### src/rtl/lsb_mem_ctrl.sv
// lsb_mem_ctrl: byte-serial data-memory responder for the load/store buffer.
// Runs one load or store at a time over the 8-bit RAM/IO port and pulses completion back to the LSB.
module lsb_mem_ctrl #(
  parameter int                    ADDR_WIDTH = 32,
  parameter logic [ADDR_WIDTH-1:0] IO_BASE    = ADDR_WIDTH'(32'h00030000),
  parameter logic [6:0]            S_TYPE     = 7'b0100011
) (
  input  logic                  clk,
  input  logic                  rst,
  input  logic                  rdy,
  input  logic                  rob_clear,
  input  logic                  in_lsb_ready,
  input  logic [2:0]            op_in,
  input  logic [6:0]            instr_type_in,
  input  logic [ADDR_WIDTH-1:0] data_addr_in,
  input  logic [31:0]           data_in,
  output logic                  welcome_lsb,
  output logic                  cache_ready,
  output logic [6:0]            cache_instr_type,
  output logic [31:0]           cache_data_out,
  input  logic [7:0]            mem_din,
  output logic [7:0]            mem_dout,
  output logic [ADDR_WIDTH-1:0] mem_a,
  output logic                  mem_wr,
  input  logic                  io_buffer_full
);

  typedef enum logic [1:0] {IDLE, READ, WRITE, IO_WAIT} state_e;

  state_e                state_q;
  logic [1:0]            cnt_q;
  logic [2:0]            op_q;
  logic [6:0]            type_q;
  logic [ADDR_WIDTH-1:0] addr_q;
  logic [31:0]           data_q;
  logic [31:0]           word_q;
  logic                  welcome_q;
  logic                  cache_ready_q;
  logic [6:0]            cache_type_q;
  logic [31:0]           cache_data_q;
  logic [ADDR_WIDTH-1:0] mem_a_q;
  logic [7:0]            mem_dout_q;
  logic                  mem_wr_q;

  logic [1:0]            last_cnt_d;
  logic [1:0]            cnt_inc_d;
  logic [ADDR_WIDTH-1:0] addr_inc_d;
  logic [7:0]            byte_d;
  logic [31:0]           word_d;
  logic [31:0]           ext_d;
  logic                  is_io_d;

  always_comb begin
    case (op_q[1:0])
      2'b00:   last_cnt_d = 2'd0;
      2'b01:   last_cnt_d = 2'd1;
      default: last_cnt_d = 2'd3;
    endcase
    cnt_inc_d  = cnt_q + 2'd1;
    addr_inc_d = addr_q + ADDR_WIDTH'(cnt_inc_d);
    byte_d     = 8'(data_q >> {cnt_inc_d, 3'b000});
    // Little-endian assembly: the byte on mem_din lands at lane cnt_q.
    word_d = word_q;
    word_d[{cnt_q, 3'b000} +: 8] = mem_din;
    case (op_q[1:0])
      2'b00:   ext_d = {{24{word_d[7]  & ~op_q[2]}}, word_d[7:0]};
      2'b01:   ext_d = {{16{word_d[15] & ~op_q[2]}}, word_d[15:0]};
      default: ext_d = word_d;
    endcase
    is_io_d = (data_addr_in == IO_BASE) || (data_addr_in == IO_BASE + ADDR_WIDTH'(4));
  end

  always_ff @(posedge clk) begin
    if (rst) begin
      state_q       <= IDLE;
      cnt_q         <= '0;
      op_q          <= '0;
      type_q        <= '0;
      addr_q        <= '0;
      data_q        <= '0;
      word_q        <= '0;
      welcome_q     <= 1'b1;
      cache_ready_q <= 1'b0;
      cache_type_q  <= '0;
      cache_data_q  <= '0;
      mem_a_q       <= '0;
      mem_dout_q    <= '0;
      mem_wr_q      <= 1'b0;
    end else if (rdy) begin
      cache_ready_q <= 1'b0;
      case (state_q)
        IDLE: begin
          welcome_q <= 1'b1;
          if (welcome_q && in_lsb_ready && !rob_clear) begin
            op_q      <= op_in;
            type_q    <= instr_type_in;
            addr_q    <= data_addr_in;
            data_q    <= data_in;
            word_q    <= '0;
            cnt_q     <= '0;
            welcome_q <= 1'b0;
            mem_a_q   <= data_addr_in;
            if (instr_type_in == S_TYPE) begin
              if (is_io_d && io_buffer_full) begin
                state_q  <= IO_WAIT;
                mem_wr_q <= 1'b0;
              end else begin
                state_q    <= WRITE;
                mem_wr_q   <= 1'b1;
                mem_dout_q <= data_in[7:0];
              end
            end else begin
              state_q  <= READ;
              mem_wr_q <= 1'b0;
            end
          end
        end
        READ: begin
          // Loads are speculative: a flush drops them without a completion pulse.
          if (rob_clear) begin
            state_q   <= IDLE;
            welcome_q <= 1'b1;
            mem_wr_q  <= 1'b0;
          end else begin
            word_q <= word_d;
            if (cnt_q == last_cnt_d) begin
              state_q       <= IDLE;
              cache_ready_q <= 1'b1;
              cache_type_q  <= type_q;
              cache_data_q  <= ext_d;
            end else begin
              cnt_q   <= cnt_inc_d;
              mem_a_q <= addr_inc_d;
            end
          end
        end
        WRITE: begin
          if (cnt_q == last_cnt_d) begin
            state_q       <= IDLE;
            mem_wr_q      <= 1'b0;
            cache_ready_q <= 1'b1;
            cache_type_q  <= type_q;
            cache_data_q  <= '0;
          end else begin
            cnt_q      <= cnt_inc_d;
            mem_a_q    <= addr_inc_d;
            mem_dout_q <= byte_d;
          end
        end
        IO_WAIT: begin
          if (!io_buffer_full) begin
            state_q    <= WRITE;
            mem_wr_q   <= 1'b1;
            mem_dout_q <= data_q[7:0];
          end
        end
        default: state_q <= IDLE;
      endcase
    end
  end

  // Gating the strobe while frozen keeps a held byte from being written on every stalled cycle.
  assign mem_wr           = mem_wr_q & rdy;
  assign mem_a            = mem_a_q;
  assign mem_dout         = mem_dout_q;
  assign welcome_lsb      = welcome_q;
  assign cache_ready      = cache_ready_q;
  assign cache_instr_type = cache_type_q;
  assign cache_data_out   = cache_data_q;

endmodule

### config.mk
export PLATFORM = sky130hd
export DESIGN_NAME = lsb_mem_ctrl
export DESIGN_NICKNAME = d
export VERILOG_FILES = /design/src/rtl/lsb_mem_ctrl.sv
export SDC_FILE = /design/constraint.sdc
export NUM_CORES = 1
export LEC_CHECK = 0
export BUFFER_PORTS_ARGS = -buffer_cell sky130_fd_sc_hd__buf_2
export CAP_MARGIN = 20
export CELL_PAD_IN_SITES_DETAIL_PLACEMENT = 1
export CELL_PAD_IN_SITES_GLOBAL_PLACEMENT = 1
export CORE_ASPECT_RATIO = 2
export CORE_MARGIN = 2
export CORE_UTILIZATION = 37
export CTS_CLUSTER_DIAMETER = 40
export CTS_CLUSTER_SIZE = 12
export DETAILED_ROUTE_END_ITERATION = 7
export HOLD_SLACK_MARGIN = 0.06
export PLACE_DENSITY_LB_ADDON = 0.25
export SYNTH_ARGS = -nofsm -noshare
export SYNTH_HDL_FRONTEND = slang
export SYNTH_SLANG_ARGS = --single-unit
### constraint.sdc
create_clock -name clk -period 3.1 [get_ports clk]
set_input_delay 0.31 -clock clk [delete_from_list [all_inputs] [get_ports clk]]
set_output_delay 0.31 -clock clk [all_outputs]
set_load 0.02 [all_outputs]
# Word level (Yosys, flattened, before mapping)
# Cells that the tools add are included.
[word_totals] ff_bits=192 input_bits=88 output_inout_bits=82 elab_cells=108
[classes] n_addsub=3 eq_ne=17 n_shift=3 n_mux=47 bitwise=4 reduce_logical=20
[ops] operator="32-bit two-way mux" count=8
[ops] operator="32-bit one-hot mux with 2 select lines" count=3
[ops] operator="32-bit one-hot mux with 3 select lines" count=1
[ops] operator="32-bit by 18-bit == test with 1-bit output, second input constant" count=2
[ops] operator="8-bit two-way mux" count=5
[ops] operator="32-bit by 2-bit adder with 32-bit output" count=1
[ops] operator="32-bit bitwise mux" count=1
[ops] operator="8-bit by 7-bit variable shift with 32-bit output, first input constant" count=1
[ops] operator="8-bit by 7-bit variable part select with 32-bit output" count=1
[ops] operator="32-bit by 5-bit right shift with 8-bit output" count=1
[ops] operator="8-bit one-hot mux with 3 select lines" count=1
[ops] operator="2-bit inequality test, second input constant" count=9
[ops] operator="2-bit two-way mux" count=8
[ops] operator="7-bit two-way mux" count=2
[ops] operator="7-bit one-hot mux with 2 select lines" count=1
[ops] operator="3-bit AND reduction" count=4
[ops] operator="1-bit two-way mux" count=11
[ops] operator="5-bit AND reduction" count=2
[ops] operator="2-bit one-hot mux with 4 select lines" count=1
[ops] operator="4-bit AND reduction" count=2
[ops] operator="7-bit by 6-bit == test with 1-bit output, second input constant" count=1
[ops] operator="5-bit negator with 7-bit output" count=1
[ops] operator="7-bit AND reduction" count=1
[ops] operator="2-bit one-hot mux with 3 select lines" count=1
[ops] operator="other kinds (15)" count=25

# Longest topological paths before layout
[logic_depth] ltp_word=8 ltp_mapped=11 depth_no_buf=8

# Least setup slack after synthesis
# Ideal clock, no wire load.
[synth_timing] path_type="reg2reg" from="register cnt_q[0]" to="register mem_a_q[20] (netlist: mem_a[20])" setup_ps=70 arrival_ps=3315 required_ps=3030 setup_slack_ps=-286 path_stages_with_launch=12 path_buffers=3 synth_period_minus_slack_ps=3386 cell_sequence="dfxtp_1 -> clkbuf_1 -> buf_1 -> inv_1 -> ha_1 -> fa_1 -> nand4_1 -> or3_1 -> buf_2 -> or4_1 -> a311o_1 -> a21oi_1"
[synth_via] elab_chain_len=5 word_cells_on_any_way=6 classes_between="add/sub: 2; eq/ne: 1; mux: 3"
[synth_lines] element="start: declaration" line="31" rtl="logic [1:0] cnt_q;"
[synth_lines] element="start signal: assignment" line="132" rtl="cnt_q <= cnt_inc_d;"
[synth_lines] element="start signal: assignment" line="145" rtl="cnt_q <= cnt_inc_d;"
[synth_lines] element="2-bit by 1-bit adder with 2-bit output" line="59" rtl="cnt_inc_d = cnt_q + 2'd1;"
[synth_lines] element="32-bit by 2-bit adder with 32-bit output" line="60" rtl="addr_inc_d = addr_q + ADDR_WIDTH'(cnt_inc_d);"
[synth_lines] element="32-bit two-way mux (*)" line="126, 138"
[synth_lines] element="32-bit two-way mux" line="120" rtl="if (rob_clear) begin"
[synth_lines] element="32-bit one-hot mux with 3 select lines (*)" line="91" rtl="case (state_q)"
[synth_lines] element="end signal: assignment" line="102" rtl="mem_a_q <= data_addr_in;"
[synth_lines] element="end signal: assignment" line="133" rtl="mem_a_q <= addr_inc_d;"
[synth_lines] element="end signal: assignment" line="146" rtl="mem_a_q <= addr_inc_d;"
[synth_lines] element="end: declaration" line="41" rtl="logic [ADDR_WIDTH-1:0] mem_a_q;"
# Mark *: on every way between the ends. The rest lies on a longest branch, timed or not. The select of a mux whose other input is x is not followed.
# A chain may end at the register's enable or synchronous reset.

# Worst setup path after layout
[layout_timing] from="register cnt_q[1]" to="register mem_a_q[20] (netlist: mem_a[20])"
# The elaborated chain is that of the path after synthesis.

==> out/summary.txt <==
Leak pwr = 4.02 nW
Post-place setup slack = 0.302 ns
Global-route wire length before repair = 47.7 mm
Hold path startpoint = data_in[9]
Synth warnings = 0
Number of port buffers = 169
Die X = 114 um
WHS Endpoint = data_q[9]
Deepest clock path buffer count = 2
Largest net degree at the start of global routing = 176
Maximum vdd drop = 270 uV
Initial Util = 37.6%
Die ar. = 25600 sq um
Vias = 8637
Seq/Total Area, Yosys = 42.9%
CTS H-Tree Depth = 4
RSZ-0062 raised after global routing = false
Kind of critical path = reg -> reg
Hold Crit Class = in -> reg
PwrDens = 509 nW/um^2
Metal3 WL = 987 um
Multi-input gate area = 4680 sq um
Root Buffer Master = clkbuf_16
Max Slew Vio Count = 0
Worst reg2reg path startpoint = cnt_q[1]
EDFF count, synth = 0
Post_cts resized = 0
Hold path cells = 3
Global route total overflow = 0
Non-Filler Instances = 1549
Mapped Area = 8960 sq um
Least-Margin Pin Slew = 0.908 ns
Peak fanout along the critical path = 10
Detailed placement HPWL = 22.1 mm
Crit path launch type = flop
Top_reg_cell synth = dfxtp_1
DP Cell Count = 1514
Total length of routed met2 wires = 17.3 mm
DRT iter0 DRCs = 404
Seq cells post-synth = 192
I/O pin cnt = 170
Tcrit/Tclk final = 90.6%
Area leader, netlist = dfxtp_1
Mapped Nets = 1213
Total GRT Usage = 24.1%
CP endpoint kind = flop
DRT antenna net count = 0
Detail-routed via count per cell = 5.58
Required @ worst endpoint = 3.48 ns
Top-area cell type share of the netlist area = 42.9%
Die height = 224 um
Clock tree sinks = 192
Final setup vio count = 0
Setup ws final = 0.290 ns
Clock skew = 0.0151 ns
Top layer in use = met4
Residual DRC = 0
Met1 WL = 11.0 mm
Number of setup buffers added after CTS = 0
R2r setup slk = 0.29 ns
Core Box Area = 23800 sq um
Final min period = 2.81 ns
Final Hold Fails = 0
Initial antenna violation count = 4
Top cells by area, synth = dfxtp_1 (43%), nand2_1 (9.6%), a21oi_1 (7.5%)
Share of cells above drive strength 1 = 20.9%
RePlAce Congestion = 0.827
TritonCTS Buffers = 17
Crit path from = cnt_q[1]
FF+latch area = 3840 sq um
Number of global-route vias before repair = 8845
WL/cell = 19.5 um
Crit Reg-Reg Endpoint = mem_a[20]
Slew headroom = 39.4%
Cells after synthesis = 1113
Worst path arrival time = 3.19 ns
Area delta synth->final = 19.7%
Reg2reg path depth = 8
Clock slew at reported path FFs = 0.08 ns
Final Net Count = 1346
CTS tree = built
Row count = 80
Maxcap violations = 0
Final Util = 45.0%
Post-synthesis average cell area = 8.05 sq um
Fill cells = 2939
Synth unique cells = 61
Setup TNS = 0 ns
Status = completed
Clk_lat worst skew = 0.46 ns
Async SR Flop Fraction = 0%
Post-CTS Hold Buffers = 0
Max Clock Freq = 0.356 GHz
Final WL = 30.2 mm
Drt first pass iters = 4
[cell usage after synthesis, types with 16 or more instances]
master	instances
a21oi_1	134
a22o_1	16
a22oi_1	38
clkbuf_1	69
dfxtp_1	192
inv_1	35
nand2_1	230
nand3_1	49
nand4_1	17
nor2_1	65
o211ai_1	25
o21ai_0	39
[worst max path at each step]
stage | end | slack (ns) | cells after the start
after CTS | mem_a[20] | 0.27 | 8
after global placement | mem_a[20] | 0.37 | 8
after floorplan | mem_a[20] | 0.06 | 11
after global routing | mem_a[20] | 0.14 | 8
after detailed placement | mem_a[20] | 0.30 | 8
final | mem_a[20] | 0.29 | 8
[logic make-up (layout without fill, tap and decap cells)]
family / count (synthesis) / after routing / synth area share, %
flops: 192 / 192 / 42.9
mux: 30 / 30 / 4.61
buf+inv: 120 / 266 / 5.18
simple gates: 439 / 439 / 22.6
xor+xnor: 22 / 22 / 2.15
compound gates: 298 / 298 / 20.9
other cells: 0 / 3 / 0
fa+ha+maj: 12 / 12 / 1.76
[cells in the final DEF, fill, tap and decap left out, types with 12 or more instances in the layout]
cell / n
inv_1: 35
xnor2_1: 13
a21oi_1: 134
nor4_1: 14
clkbuf_16: 17
nand4_1: 17
a22oi_1: 38
buf_2: 168
nand3_1: 49
nor2b_1: 14
nor2_1: 64
a22o_1: 16
mux2i_1: 12
dfxtp_1: 192
o211ai_1: 25
o21ai_0: 39
nand2_1: 230
buf_4: 27
[sequential cells by signal, summed over array words and instances, names as in the netlist, 2 cells and up]
name              cells
op_q                  3
cache_data_out       32
addr_q               32
state_q               2
cnt_q                 2
mem_dout              8
word_q               32
data_q               32
type_q                7
mem_a                32
cache_instr_type      7
[per-layer routing]
| layer | up-vias | global-route usage (%) |
|---|---|---|
| met3 | 39 | 4.41 |
| li1 | 4192 | - |
| met1 | 4247 | 24.7 |
| met4 | 0 | 10.6 |
| met5 | - | 0 |
| met2 | 159 | 46.2 |
[critical path, stage by stage (launching register included)]
cell,delay (ns)
dfxtp_1,0.48
inv_1,0.14
ha_4,0.30
fa_1,0.18
nand4_1,0.13
or3_1,0.51
or4_1,0.55
a311o_1,0.32
a21oi_1,0.12
[per-stage QoR]
step	hold WS (ns)	power [mW]	instance area, sq um
3_3_place_gp	0.435	3.25	10100
3_5_place_dp	0.445	3.26	10100
5_1_grt	0.0769	5.67	10700
6_report	0.0851	5.46	10700
2_1_floorplan	0.427	2.99	8980
4_1_cts	0.0734	5.53	10700
[area by class of cell]
class / instances / area share [%]
diodes: 3 / 0.0700
clock inverters: 13 / 1.43
inverters: 36 / 1.26
multi-input cells: 801 / 43.6
well taps: 287 / 3.35
flip-flops and latches: 192 / 35.8
repair buffers: 198 / 10.3
clock buffers: 19 / 4.13
[where the power goes]
group / switching (mW) / leakage [nW] / internal, mW
sequential: 0.0533 / 1.55 / 2.54
clock: 1.04 / 0.285 / 1.23
combinational: 0.398 / 2.18 / 0.207
total: 1.49 / 4.02 / 3.97
(Power assumes the default switching activity.)
